`src/rtl/nexys_starship_monster_ctrl.sv`:
```
// Four-lane monster game controller: spawn, timeout, shoot/kill scoring and game FSM.
// All outputs are registered; lane state changes only while a game is in play.
module nexys_starship_monster_ctrl #(
  parameter int unsigned TIMEOUT_TICKS = 10,
  parameter int unsigned SCORE_MAX     = 99
) (
  input  logic        Clk,
  input  logic        Reset,
  input  logic        start,
  input  logic        tick,
  input  logic [3:0]  spawn_req,
  input  logic [3:0]  spawn_hex,
  input  logic [3:0]  shoot,
  input  logic [3:0]  shoot_code,
  output logic [3:0]  monster_active,
  output logic [15:0] monster_code,
  output logic [7:0]  score,
  output logic        kill_pulse,
  output logic        wrong_pulse,
  output logic [1:0]  game_state
);

  localparam int unsigned LANES   = 4;
  localparam int unsigned CODE_W  = 4;
  localparam int unsigned TMR_W   = 8;
  localparam int unsigned SCORE_W = 8;
  localparam int unsigned SUM_W   = SCORE_W + 1;
  localparam int unsigned KILL_W  = 3;

  localparam logic [TMR_W-1:0]   LAST_TICK = TMR_W'(TIMEOUT_TICKS - 1);
  localparam logic [SUM_W-1:0]   SCORE_CAP = SUM_W'(SCORE_MAX);

  typedef enum logic [1:0] {
    ST_READY = 2'b00,
    ST_PLAY  = 2'b01,
    ST_OVER  = 2'b10
  } state_e;

  state_e                         state_q, state_d;
  logic [LANES-1:0]               active_q, active_d;
  logic [LANES-1:0][CODE_W-1:0]   code_q, code_d;
  logic [LANES-1:0][TMR_W-1:0]    timer_q, timer_d;
  logic [SCORE_W-1:0]             score_q, score_d;
  logic                           kill_q, kill_d;
  logic                           wrong_q, wrong_d;

  logic [LANES-1:0]               hit, miss, expire;
  logic [KILL_W-1:0]              n_kill;
  logic [SUM_W-1:0]               score_sum;

  // Per-lane shot/timeout classification; a matching shot suppresses expiry.
  always_comb begin
    hit    = '0;
    miss   = '0;
    expire = '0;
    n_kill = '0;
    for (int i = 0; i < LANES; i++) begin
      hit[i]    = active_q[i] && shoot[i] && (shoot_code == code_q[i]);
      miss[i]   = active_q[i] && shoot[i] && (shoot_code != code_q[i]);
      expire[i] = active_q[i] && tick && (timer_q[i] == LAST_TICK) && !hit[i];
      n_kill    = n_kill + KILL_W'(hit[i]);
    end
  end

  always_comb begin
    state_d   = state_q;
    active_d  = active_q;
    code_d    = code_q;
    timer_d   = timer_q;
    score_d   = score_q;
    kill_d    = 1'b0;
    wrong_d   = 1'b0;
    score_sum = SUM_W'(score_q) + SUM_W'(n_kill);

    case (state_q)
      ST_READY, ST_OVER: begin
        if (start) begin
          state_d  = ST_PLAY;
          active_d = '0;
          code_d   = '0;
          timer_d  = '0;
          score_d  = '0;
        end
      end
      ST_PLAY: begin
        for (int i = 0; i < LANES; i++) begin
          if (hit[i]) begin
            active_d[i] = 1'b0;
            code_d[i]   = '0;
            timer_d[i]  = '0;
          end else if (!active_q[i]) begin
            if (spawn_req[i]) begin
              active_d[i] = 1'b1;
              code_d[i]   = spawn_hex;
              timer_d[i]  = '0;
            end
          end else if (tick) begin
            timer_d[i] = timer_q[i] + TMR_W'(1);
          end
        end
        score_d = (score_sum > SCORE_CAP) ? SCORE_W'(SCORE_MAX) : score_sum[SCORE_W-1:0];
        kill_d  = |hit;
        wrong_d = |miss;
        // Expiry outranks a coincident start; start is ignored in play.
        if (|expire) state_d = ST_OVER;
      end
      default: state_d = ST_READY;
    endcase
  end

  always_ff @(posedge Clk or posedge Reset) begin
    if (Reset) begin
      state_q  <= ST_READY;
      active_q <= '0;
      code_q   <= '0;
      timer_q  <= '0;
      score_q  <= '0;
      kill_q   <= 1'b0;
      wrong_q  <= 1'b0;
    end else begin
      state_q  <= state_d;
      active_q <= active_d;
      code_q   <= code_d;
      timer_q  <= timer_d;
      score_q  <= score_d;
      kill_q   <= kill_d;
      wrong_q  <= wrong_d;
    end
  end

  assign monster_active = active_q;
  assign monster_code   = code_q;
  assign score          = score_q;
  assign kill_pulse     = kill_q;
  assign wrong_pulse    = wrong_q;
  assign game_state     = state_q;

endmodule

```
`config.mk`:
```
export PLATFORM = sky130hd
export DESIGN_NAME = nexys_starship_monster_ctrl
export DESIGN_NICKNAME = d
export VERILOG_FILES = /design/src/rtl/nexys_starship_monster_ctrl.sv
export SDC_FILE = /design/constraint.sdc
export NUM_CORES = 1
export LEC_CHECK = 0
export CAP_MARGIN = 20
export CORE_AREA = 2 2 82 84
export CTS_BUF_LIST = sky130_fd_sc_hd__clkbuf_2 sky130_fd_sc_hd__clkbuf_4 sky130_fd_sc_hd__clkbuf_8
export DETAILED_ROUTE_END_ITERATION = 16
export DIE_AREA = 0 0 84 86
export DONT_BUFFER_PORTS = 1
export GPL_ROUTABILITY_DRIVEN = 1
export MAX_ROUTING_LAYER = met4
export PLACE_DENSITY_LB_ADDON = 0.2
export SLEW_MARGIN = 15
export SYNTH_ARGS = -nofsm -noshare
export SYNTH_HDL_FRONTEND = slang
export SYNTH_SLANG_ARGS = --single-unit
```
`constraint.sdc`:
```
create_clock -name Clk -period 3.3 [get_ports Clk]
set_clock_uncertainty 0.15 [all_clocks]
set_input_delay 0.165 -clock Clk [delete_from_list [all_inputs] [get_ports Clk]]
set_output_delay 0.165 -clock Clk [all_outputs]
set_load 0.02 [all_outputs]
```
Yosys cells after proc, flatten, opt, wreduce, memory -nomap -nowiden. Cells that the tools add are included.

Flip-flop bits (word level): 64. Input bits: 20. Output and inout port bits: 32. Logic and storage cells: 152.

Add/subtract/negate cells: 8. Equality and inequality tests: 32. Multiplexer cells: 54. Reductions and logical operators: 44. $lt $le $gt $ge: 1.

Operator list (number): two-way mux 8 bit (18); case mux 32 bit (2 select lines) (1); two-way mux 4 bit (13); adder 8 x 1 -> 8 bit (second input constant) (4); equality test 8 x 4 -> 1 bit (second input constant) (4); two-way mux 32 bit (1); inequality test 4 bit (second input constant) (8); case mux 16 bit (2 select lines) (1); AND reduction 4 bit (8); logical AND 1 bit (24); inequality test 3 bit (second input constant) (8); equality test 4 bit (4); two-way mux 16 bit (1); inequality test 4 bit (4); case mux 8 bit (2 select lines) (1); two-way mux 1 bit (14); OR reduction 4 bit (3); adder 8 x 3 -> 9 bit (1); greater-than comparator 9 x 7 -> 1 bit (second input constant) (1); case mux 4 bit (2 select lines) (1); zero test 1 bit (4); two-way mux 2 bit (2); inequality test 2 bit (second input constant) (2); case mux 2 bit (2 select lines) (1); 9 further kinds (10).

Logic depth before layout (Yosys ltp). Gate-level depths: netlist of the first run.

Word-level depth: 9. Gate-level depth with buffers: 15. Depth with buffers taken out: 15.

Least setup slack after synthesis of the first run. OpenSTA, ideal clock, no wires.

Path kind: reg2reg. Start: register code_q (netlist bit monster_code[0]). End: register score_q[4] (netlist: score[4]). Period minus slack after synthesis: 3.773 ns. Data required time: 3.025 ns. Library setup time: 0.125 ns. Stages on the path, launching flop included: 16. Setup slack: -0.473 ns. Data arrival time: 3.498 ns. Buffers on the path: 0. Cell sequence: dfrtp_1 xor2_1 nor4_2 nand3_1 inv_2 fa_1 inv_1 fa_1 inv_1 fa_1 and3_1 nand3_1 xor2_1 a211oi_2 o31ai_1 mux2_2.

Longest elaborated chain between the ends: 9.

RTL lines: start, declared (RTL line 41) `logic [LANES-1:0][CODE_W-1:0] code_q, code_d;`; start signal, assigned (RTL line 123) `code_q <= code_d;`; equality test 4 bit (*) (RTL line 58) `hit[i] = active_q[i] && shoot[i] && (shoot_code == code_q[i]);`; logical AND 1 bit (*) (RTL line 58); adder 1 x 1 -> 2 bit (*) (RTL line 61) `n_kill = n_kill + KILL_W'(hit[i]);`; adder 2 x 1 -> 3 bit (*) (RTL line 61); adder 3 x 1 -> 3 bit (*) (RTL line 61); adder 8 x 3 -> 9 bit (*) (RTL line 73) `score_sum = SUM_W'(score_q) + SUM_W'(n_kill);`; greater-than comparator 9 x 7 -> 1 bit (RTL line 101) `score_d = (score_sum > SCORE_CAP) ? SCORE_W'(SCORE_MAX) : score_sum[SCORE_W-1:0];`; two-way mux 8 bit (*) (RTL line 101); case mux 8 bit (2 select lines) (*) (RTL line 75) `case (state_q)`; end signal, assigned (RTL line 125) `score_q <= score_d;`; end, declared (RTL line 43) `logic [SCORE_W-1:0] score_q, score_d;`.

Every way passes the cells marked *; elsewhere a longest branch is shown, timed or not. A chain may end at the register's enable or synchronous reset.

Final worst setup path of the first run.
Start: register code_q (netlist bit monster_code[8]). End: register score_q[2] (netlist: score[2]).

Longest elaborated chain between the ends: 8.

RTL lines (RTL line): equality test 4 bit (*) (58); logical AND 1 bit (*) (58); adder 2 x 1 -> 3 bit (*) (61); adder 3 x 1 -> 3 bit (*) (61); adder 8 x 3 -> 9 bit (*) (73); greater-than comparator 9 x 7 -> 1 bit (101); two-way mux 8 bit (*) (101); case mux 8 bit (2 select lines) (*) (75).

Marks and branches as above.

==> results of run 1 <==
-- registers in the layout, summed over array words and instances (netlist names) --
signal / count
score: 8
wrong_pulse: 1
monster_active: 4
game_state: 2
monster_code: 16
timer_q: 32
kill_pulse: 1
-- worst paths after layout --
check / start / endpoint / slack [ns] / cells past startpoint
hold / removal: shoot[1] / kill_pulse / 0.009 / 3
setup reg to reg: monster_code[8] / score[2] / -0.37 / 17
setup / recovery: monster_code[8] / score[2] / -0.37 / 17
max in group asynchronous: Reset / monster_code[2] / 1.89 / 3
min in group asynchronous: Reset / timer_q[21] / 0.22 / 2
hold reg to reg: timer_q[9] / timer_q[9] / 0.39 / 2
-- metrics by stage --
stage	power, mW	setup slack, ns	cell area [sq um]
floorplan	2.084	-0.3268	3682
global placement	2.501	-0.2111	4068
detailed placement	2.548	-0.3796	4068
CTS	3.586	-0.3450	4566
global route	3.893	-0.5017	4706
finish	3.691	-0.3698	4706
-- per-layer routing --
metal / GRT usage / up-vias / routed length [microns]
met4: 0.1129 / 0 / 234
met1: 0.3713 / 1582 / 4050
met3: 0.06641 / 20 / 690
met2: 0.4756 / 108 / 4964
met5: - / - / 0
li1: - / 1478 / -
-- power groups by stage --
stage                     clock, mW  combinational, mW  sequential [mW]
after global routing           1.03               1.69             1.17
after global placement            0               1.37             1.13
final                         0.986               1.56             1.15
after floorplan                   0              0.826             1.26
after CTS                     0.990               1.47             1.13
after detailed placement          0               1.41             1.14
-- logic make-up (layout without fill, tap and decap cells) --
logic type / count (synthesis) / count (layout) / synth area share
DFF: 64 / 64 / 0.4384
muxes: 3 / 3 / 0.009246
AOI/OAI and AO/OA: 82 / 82 / 0.1757
adders and majority gates: 12 / 12 / 0.04726
buffers and inverters: 21 / 96 / 0.02226
and+or+nand+nor: 151 / 151 / 0.2233
xor gates and xnor gates: 35 / 35 / 0.08390
-- placed cells by master (no fill, tap or decap), types with 5 or more instances in the layout --
cell type / instances
a21o_1: 5
a21oi_1: 7
a22o_1: 20
and3_1: 11
buf_4: 52
bufinv_16: 5
clkbuf_8: 9
dfrtp_1: 62
dlygate4sd3_1: 15
ha_1: 9
inv_1: 7
inv_2: 5
nand2_1: 35
nand2b_1: 9
nand3_1: 10
nand4_1: 12
nor2_1: 36
nor3_1: 6
o21ai_1: 10
o31ai_1: 5
xnor2_1: 6
xor2_1: 25
-- cell type report --
| class | count | area (sq um) |
|---|---|---|
| Fill cell | 431 | 1572 |
| Clock inverter | 7 | 167.7 |
| Tap cell | 77 | 96.34 |
| Inverter | 12 | 45.04 |
| Clock buffer | 9 | 123.9 |
| Timing Repair Buffer | 68 | 551.8 |
| Multi-Input combinational cell | 283 | 2117 |
| Sequential cell | 64 | 1604 |
-- worst register-to-register path: cells and delay by family (launching register included) --
family | cells | cell delay (ns)
AOI/OAI and AO/OA | 3 | 0.56
xor gates and xnor gates | 2 | 0.25
adders and majority gates | 3 | 1.01
buffers and inverters | 5 | 0.53
DFF | 1 | 0.40
and+or+nand+nor | 4 | 0.66
-- timing repair --
| action | 4_1_cts | 5_1_grt |
|---|---|---|
| resized for setup | 5 | 15 |
| endpoints found under the setup margin | 7 | 7 |
| hold buffers | 15 | 0 |
| buffers inserted | 4 | 6 |
| hold endpoints to repair | 61 | 0 |
| pin swaps | 0 | 9 |
==> out/metrics.cfg, run 1 <==
[run_status]
status = finished with violations
violations = setup timing

[critical_path]
crit_fanout = 4
end_kind = register
crit_family = adder cells
crit_required_ns = 3.39
crit_chain = xor2_1 -> nor4_2 -> buf_4 -> nand3_4 -> inv_2 -> fa_1 -> inv_2 -> fa_2 -> inv_2 -> fa_2 -> and3_4 -> nand3_4 -> xor2_4 -> a211oi_4 -> buf_6 -> o31ai_4 -> a21o_1
crit_top_cell = inv_2
slowest_delay_ns = 0.42
crit_type = reg2reg
startpoint_type = register
critical_path_buf_inv_count = 5
critPathArrivalTime_ns = 3.76
critPathSlowestCell = fa_1

[floorplanning]
initial_core_util = 0.5820
dieArea_sq_mm = 0.007224
coreArea_sq_mm = 0.006277
die_w_microns = 84
rows = 29
die_y_microns = 86
io_pins = 52

[timing]
report.final.slew_viol_count = 0
tns_ns = -1.973
maxSlewHeadroom = 0.4651
max_freq_mhz = 272.5
hold_viol = 0
worst_pin_slew_ns = 0.8007
finalSetupViolCount = 7
post-route-period-util = 1.112
worst_slack_ns = -0.3698
fin_crit_ns = 3.670
fin_hold_ws_ns = 0.008974
rsz0062_at_grt = true

[pwr]
swShare = 0.3973
p_comb_frac = 0.422
power_frac_seq = 0.310
p_per_area_mw_per_mm2 = 784.4
p_switching_mw = 1.466
intPower_mw = 2.225
peakVddDrop_mv = 0.5020
p_leak_nw = 2.163
clock_power_share = 0.267

[global_routing]
grt_max_degree = 35
grt_pass1_vias = 3354
antenna_found_initial = 0
overflow = 0
grt_pass1_wl_microns = 16380
groute.usage.overall = 0.2968

[place]
io_buffer_count = 0
gp_congestion = 0.8902
dp_cells = 479
hpwl_microns = 6735

[synthesis]
synthesis.instances = 368
synth_enable_flop_cells = 0
async_reset_ff_frac = 1.000
synth.net_count = 400
yosys.cell_count.top_type = dfrtp_1
synth_area_sq_mm = 0.003654
synth_top_cells_by_count = dfrtp_1 (64), nor2_1 (37), nand2_1 (35), xor2_1 (29), a22o_1 (20)
syn_area_per_cell_sq_um = 9.928
yosys_warnings = 0
yosys-top-cells-area = dfrtp_1 (44%), xor2_1 (7.0%), a22o_1 (4.8%)
post-synth-top-area-cell = dfrtp_1
synth_seq_area_share = 0.4384
synthFlopType = dfrtp_1
synth_top_area_share = 0.4384
synth_cell_types = 56
synth-seq-cells = 64

[clock_tree]
cts_max_level = 3
numCtsBuffers = 9
cts_tree = done
root_buffer = clkbuf_8
clock_sinks = 64
clkLatencyLatePin_ns = 0.35
clk_path_buf_depth = 2
clk_pin_slew_ns = 0.07

[drt]
wl_per_cell_microns = 19.11
via_per_inst = 6.131
drc = 0
vias = 3188
drt-initial-drc-count = 194
routed_wl_microns = 9939
ant_nets = 0
drtPass1Iterations = 4

[layout]
layout.nets = 470
diodes = 0
area_growth_syn_to_layout_pct = 28.80
final_cell_count_no_fill = 520
drive_above_1_share = 0.2573
finalCoreUtilization = 0.7497

[flow_run]
cap_violations = 0

[worst_hold_path]
hp-class = in2reg

Note: power is estimated with default switching activity, not from simulation.
==> inputs of run 2 (changes only) <==
--- a/config.mk
+++ b/config.mk
@@ -6,10 +6,10 @@
 export NUM_CORES = 1
 export LEC_CHECK = 0
 export CAP_MARGIN = 20
-export CORE_AREA = 2 2 82 84
+export CORE_AREA = 2 2 89 91
 export CTS_BUF_LIST = sky130_fd_sc_hd__clkbuf_2 sky130_fd_sc_hd__clkbuf_4 sky130_fd_sc_hd__clkbuf_8
 export DETAILED_ROUTE_END_ITERATION = 16
-export DIE_AREA = 0 0 84 86
+export DIE_AREA = 0 0 91 93
 export DONT_BUFFER_PORTS = 1
 export GPL_ROUTABILITY_DRIVEN = 1
 export MAX_ROUTING_LAYER = met4
==> run 2 against run 1 <==
Compared with the run above:
- final cell count increased by 4.6%
- the run still ends with setup timing left
- critical path type unchanged
- total power fell by 9.7%
- global-route usage fell by 5.1 points
- flip-flop and latch count unchanged
==> out/metrics.cfg, run 2 (same netlist as run 1, synthesis figures left out) <==
[layout]
largest-register = timer_q
area_growth_syn_to_layout_pct = 24.97
diodes = 0  ; unchanged
drive_above_1_share = 0.2466  ; -0.01073
largest_register_ffs = 32  ; unchanged
finalCoreUtilization = 0.6065  ; -0.1431
layout.nets = 469  ; -0.21%
final_cell_count_no_fill = 544  ; +4.6%
mostFrequentLayoutCells = dfrtp_1 (62), buf_4 (51), nor2_1 (35), nand2_1 (35), xor2_1 (28)
mostFrequentLayoutCell = dfrtp_1

[timing]
max_freq_mhz = 275.6  ; +1.1%
report.final.slew_viol_count = 0  ; unchanged
worst_slack_ns = -0.3287  ; +0.04106 ns
fin_crit_ns = 3.629  ; -0.04106 ns
hold_viol = 0  ; unchanged
maxSlewHeadroom = 0.5045  ; +0.03938
post-route-period-util = 1.100  ; -0.01244
rsz0062_at_grt = true
finalSetupViolCount = 7  ; unchanged
worst_pin_slew_ns = 0.7422  ; -0.05851 ns
tns_ns = -1.557  ; +0.4153 ns

[drt]
drt-initial-drc-count = 175  ; -9.8%
vias = 3091  ; -3.0%
via_per_inst = 5.682  ; -7.3%
drtPass1Iterations = 5  ; +1
drc = 0  ; unchanged
routed_wl_microns = 9577  ; -3.6%
wl_per_cell_microns = 17.60  ; -7.9%
ant_nets = 0  ; unchanged

[global_routing]
grt_max_degree = 35  ; unchanged
overflow = 0  ; unchanged
grt_pass1_wl_microns = 15970  ; -2.5%
grt_pass1_vias = 3153  ; -6.0%
groute.usage.overall = 0.2456  ; -0.05130
antenna_found_initial = 0  ; unchanged

[place]
gp_congestion = 0.8523  ; -4.3%
pre_cts_slack_ns = -0.2945  ; +0.08506 ns
hpwl_microns = 6743  ; +0.11%
dp_cells = 507  ; +5.8%
io_buffer_count = 0  ; unchanged

[pwr]
peakVddDrop_mv = 0.3142  ; -37%
p_per_area_mw_per_mm2 = 730.2  ; -6.9%
p_leak_nw = 2.101  ; -2.9%

[floorplanning]
dieArea_sq_mm = 0.008463  ; +17%
io_pins = 52  ; unchanged
die_w_microns = 91  ; +8.3%
die_y_microns = 93  ; +8.1%
initial_core_util = 0.4854  ; -0.09665
rows = 32  ; +10%
coreArea_sq_mm = 0.007527  ; +20%

[critical_path]
critPathSlowestCell = dfrtp_2
r2r_cells = 16  ; -1
reg2reg_to = score[2]
slowest_delay_ns = 0.42  ; about the same
crit_chain = xor2_1 -> nor4_2 -> nand3_1 -> inv_2 -> fa_1 -> inv_1 -> fa_2 -> inv_2 -> fa_2 -> buf_4 -> nand4_1 -> nand2_1 -> mux2_4 -> nand2b_4 -> o31ai_2 -> a21o_1
crit_required_ns = 3.45  ; +0.06 ns
reg2reg_from = monster_code[1]
crit_family = adder cells
crit_type = reg2reg
critical_path_buf_inv_count = 4  ; -1
critPathArrivalTime_ns = 3.77  ; about the same
startpoint_type = register
crit_fanout = 5  ; +1
end_kind = register
reg2reg_slack_ns = -0.33  ; +0.04 ns

[clock_tree]
numCtsBuffers = 9  ; unchanged
cts_tree = done
clkLatencyLatePin_ns = 0.36  ; about the same
root_buffer = clkbuf_8
clk_pin_slew_ns = 0.08  ; about the same
clock_sinks = 64  ; unchanged
clk_path_buf_depth = 2  ; unchanged
cts_max_level = 3  ; unchanged

[run_status]
violations = setup timing
status = finished with violations

[worst_hold_path]
hold_start = shoot[1]
whs_path_depth = 3  ; unchanged
hp-class = in2reg
holdPathEnd = timer_q[9]

[flow_run]
cap_violations = 0  ; unchanged

==> run 2: changes by cell type in the layout (fill, tap and decap cells not counted), sizes merged <==
cell      before  now
inv           12   13
clkinvlp       0    3
buf           53   52
bufinv         5    1
==> run 2: metrics by stage <==
step                hold slack [ns]  instance area, sq um  power (mW)
global placement            0.06400                  4121       2.540
global route                0.03745                  4566       3.537
floorplan                    0.1548                  3682       2.084
CTS                        0.006204                  4509       3.306
detailed placement          0.07798                  4121       2.567
finish                      0.01774                  4566       3.334
==> run 2: cell type report <==
type,count,area [sq um]
well taps,102,127.6
multi-input cells,283,2049
fillers,687,2962
clock inverters,7,71.32
repair buffers,67,544.3
inverters,12,45.04
clock buffers,9,123.9
flip-flops and latches,64,1604
==> run 2: metal layers <==
layer / up-vias / routed length [microns] / GRT usage
met2: 60 / 4684 / 0.3821
met3: 14 / 412 / 0.05157
met4: 0 / 185 / 0.1073
li1: 1472 / - / -
met5: - / 0 / -
met1: 1545 / 4295 / 0.3131
==> run 2: what timing repair did <==
item / 4_1_cts / 5_1_grt
setup buffers: 3 / 3
hold buffers: 15 / 0
endpoints found under the setup margin: 7 / 7
endpoints found under the hold margin: 61 / 0
pin swaps: 1 / 3
resized for setup: 4 / 7
==> run 2: power breakdown <==
part           internal (mW)  leakage (nW)  switching, mW
combinational          0.616          1.15          0.907
clock                  0.348        0.0916          0.337
sequential             0.941         0.859          0.185
==> run 2: worst max path at each step <==
stage / startpoint / to / cells after the start
floorplan: monster_code[2] / score[4] / 15
global placement: monster_code[2] / score[2] / 16
detailed placement: monster_code[2] / score[2] / 16
CTS: monster_code[2] / score[2] / 16
global route: monster_code[0] / score[4] / 16
finish: monster_code[1] / score[2] / 16
==> run 2: tightest hold or removal path: cells and delay by family <==
| family | cells | cell delay [ns] |
|---|---|---|
| AOI/OAI and AO/OA | 1 | 0.08 |
| and+or+nand+nor | 2 | 0.24 |
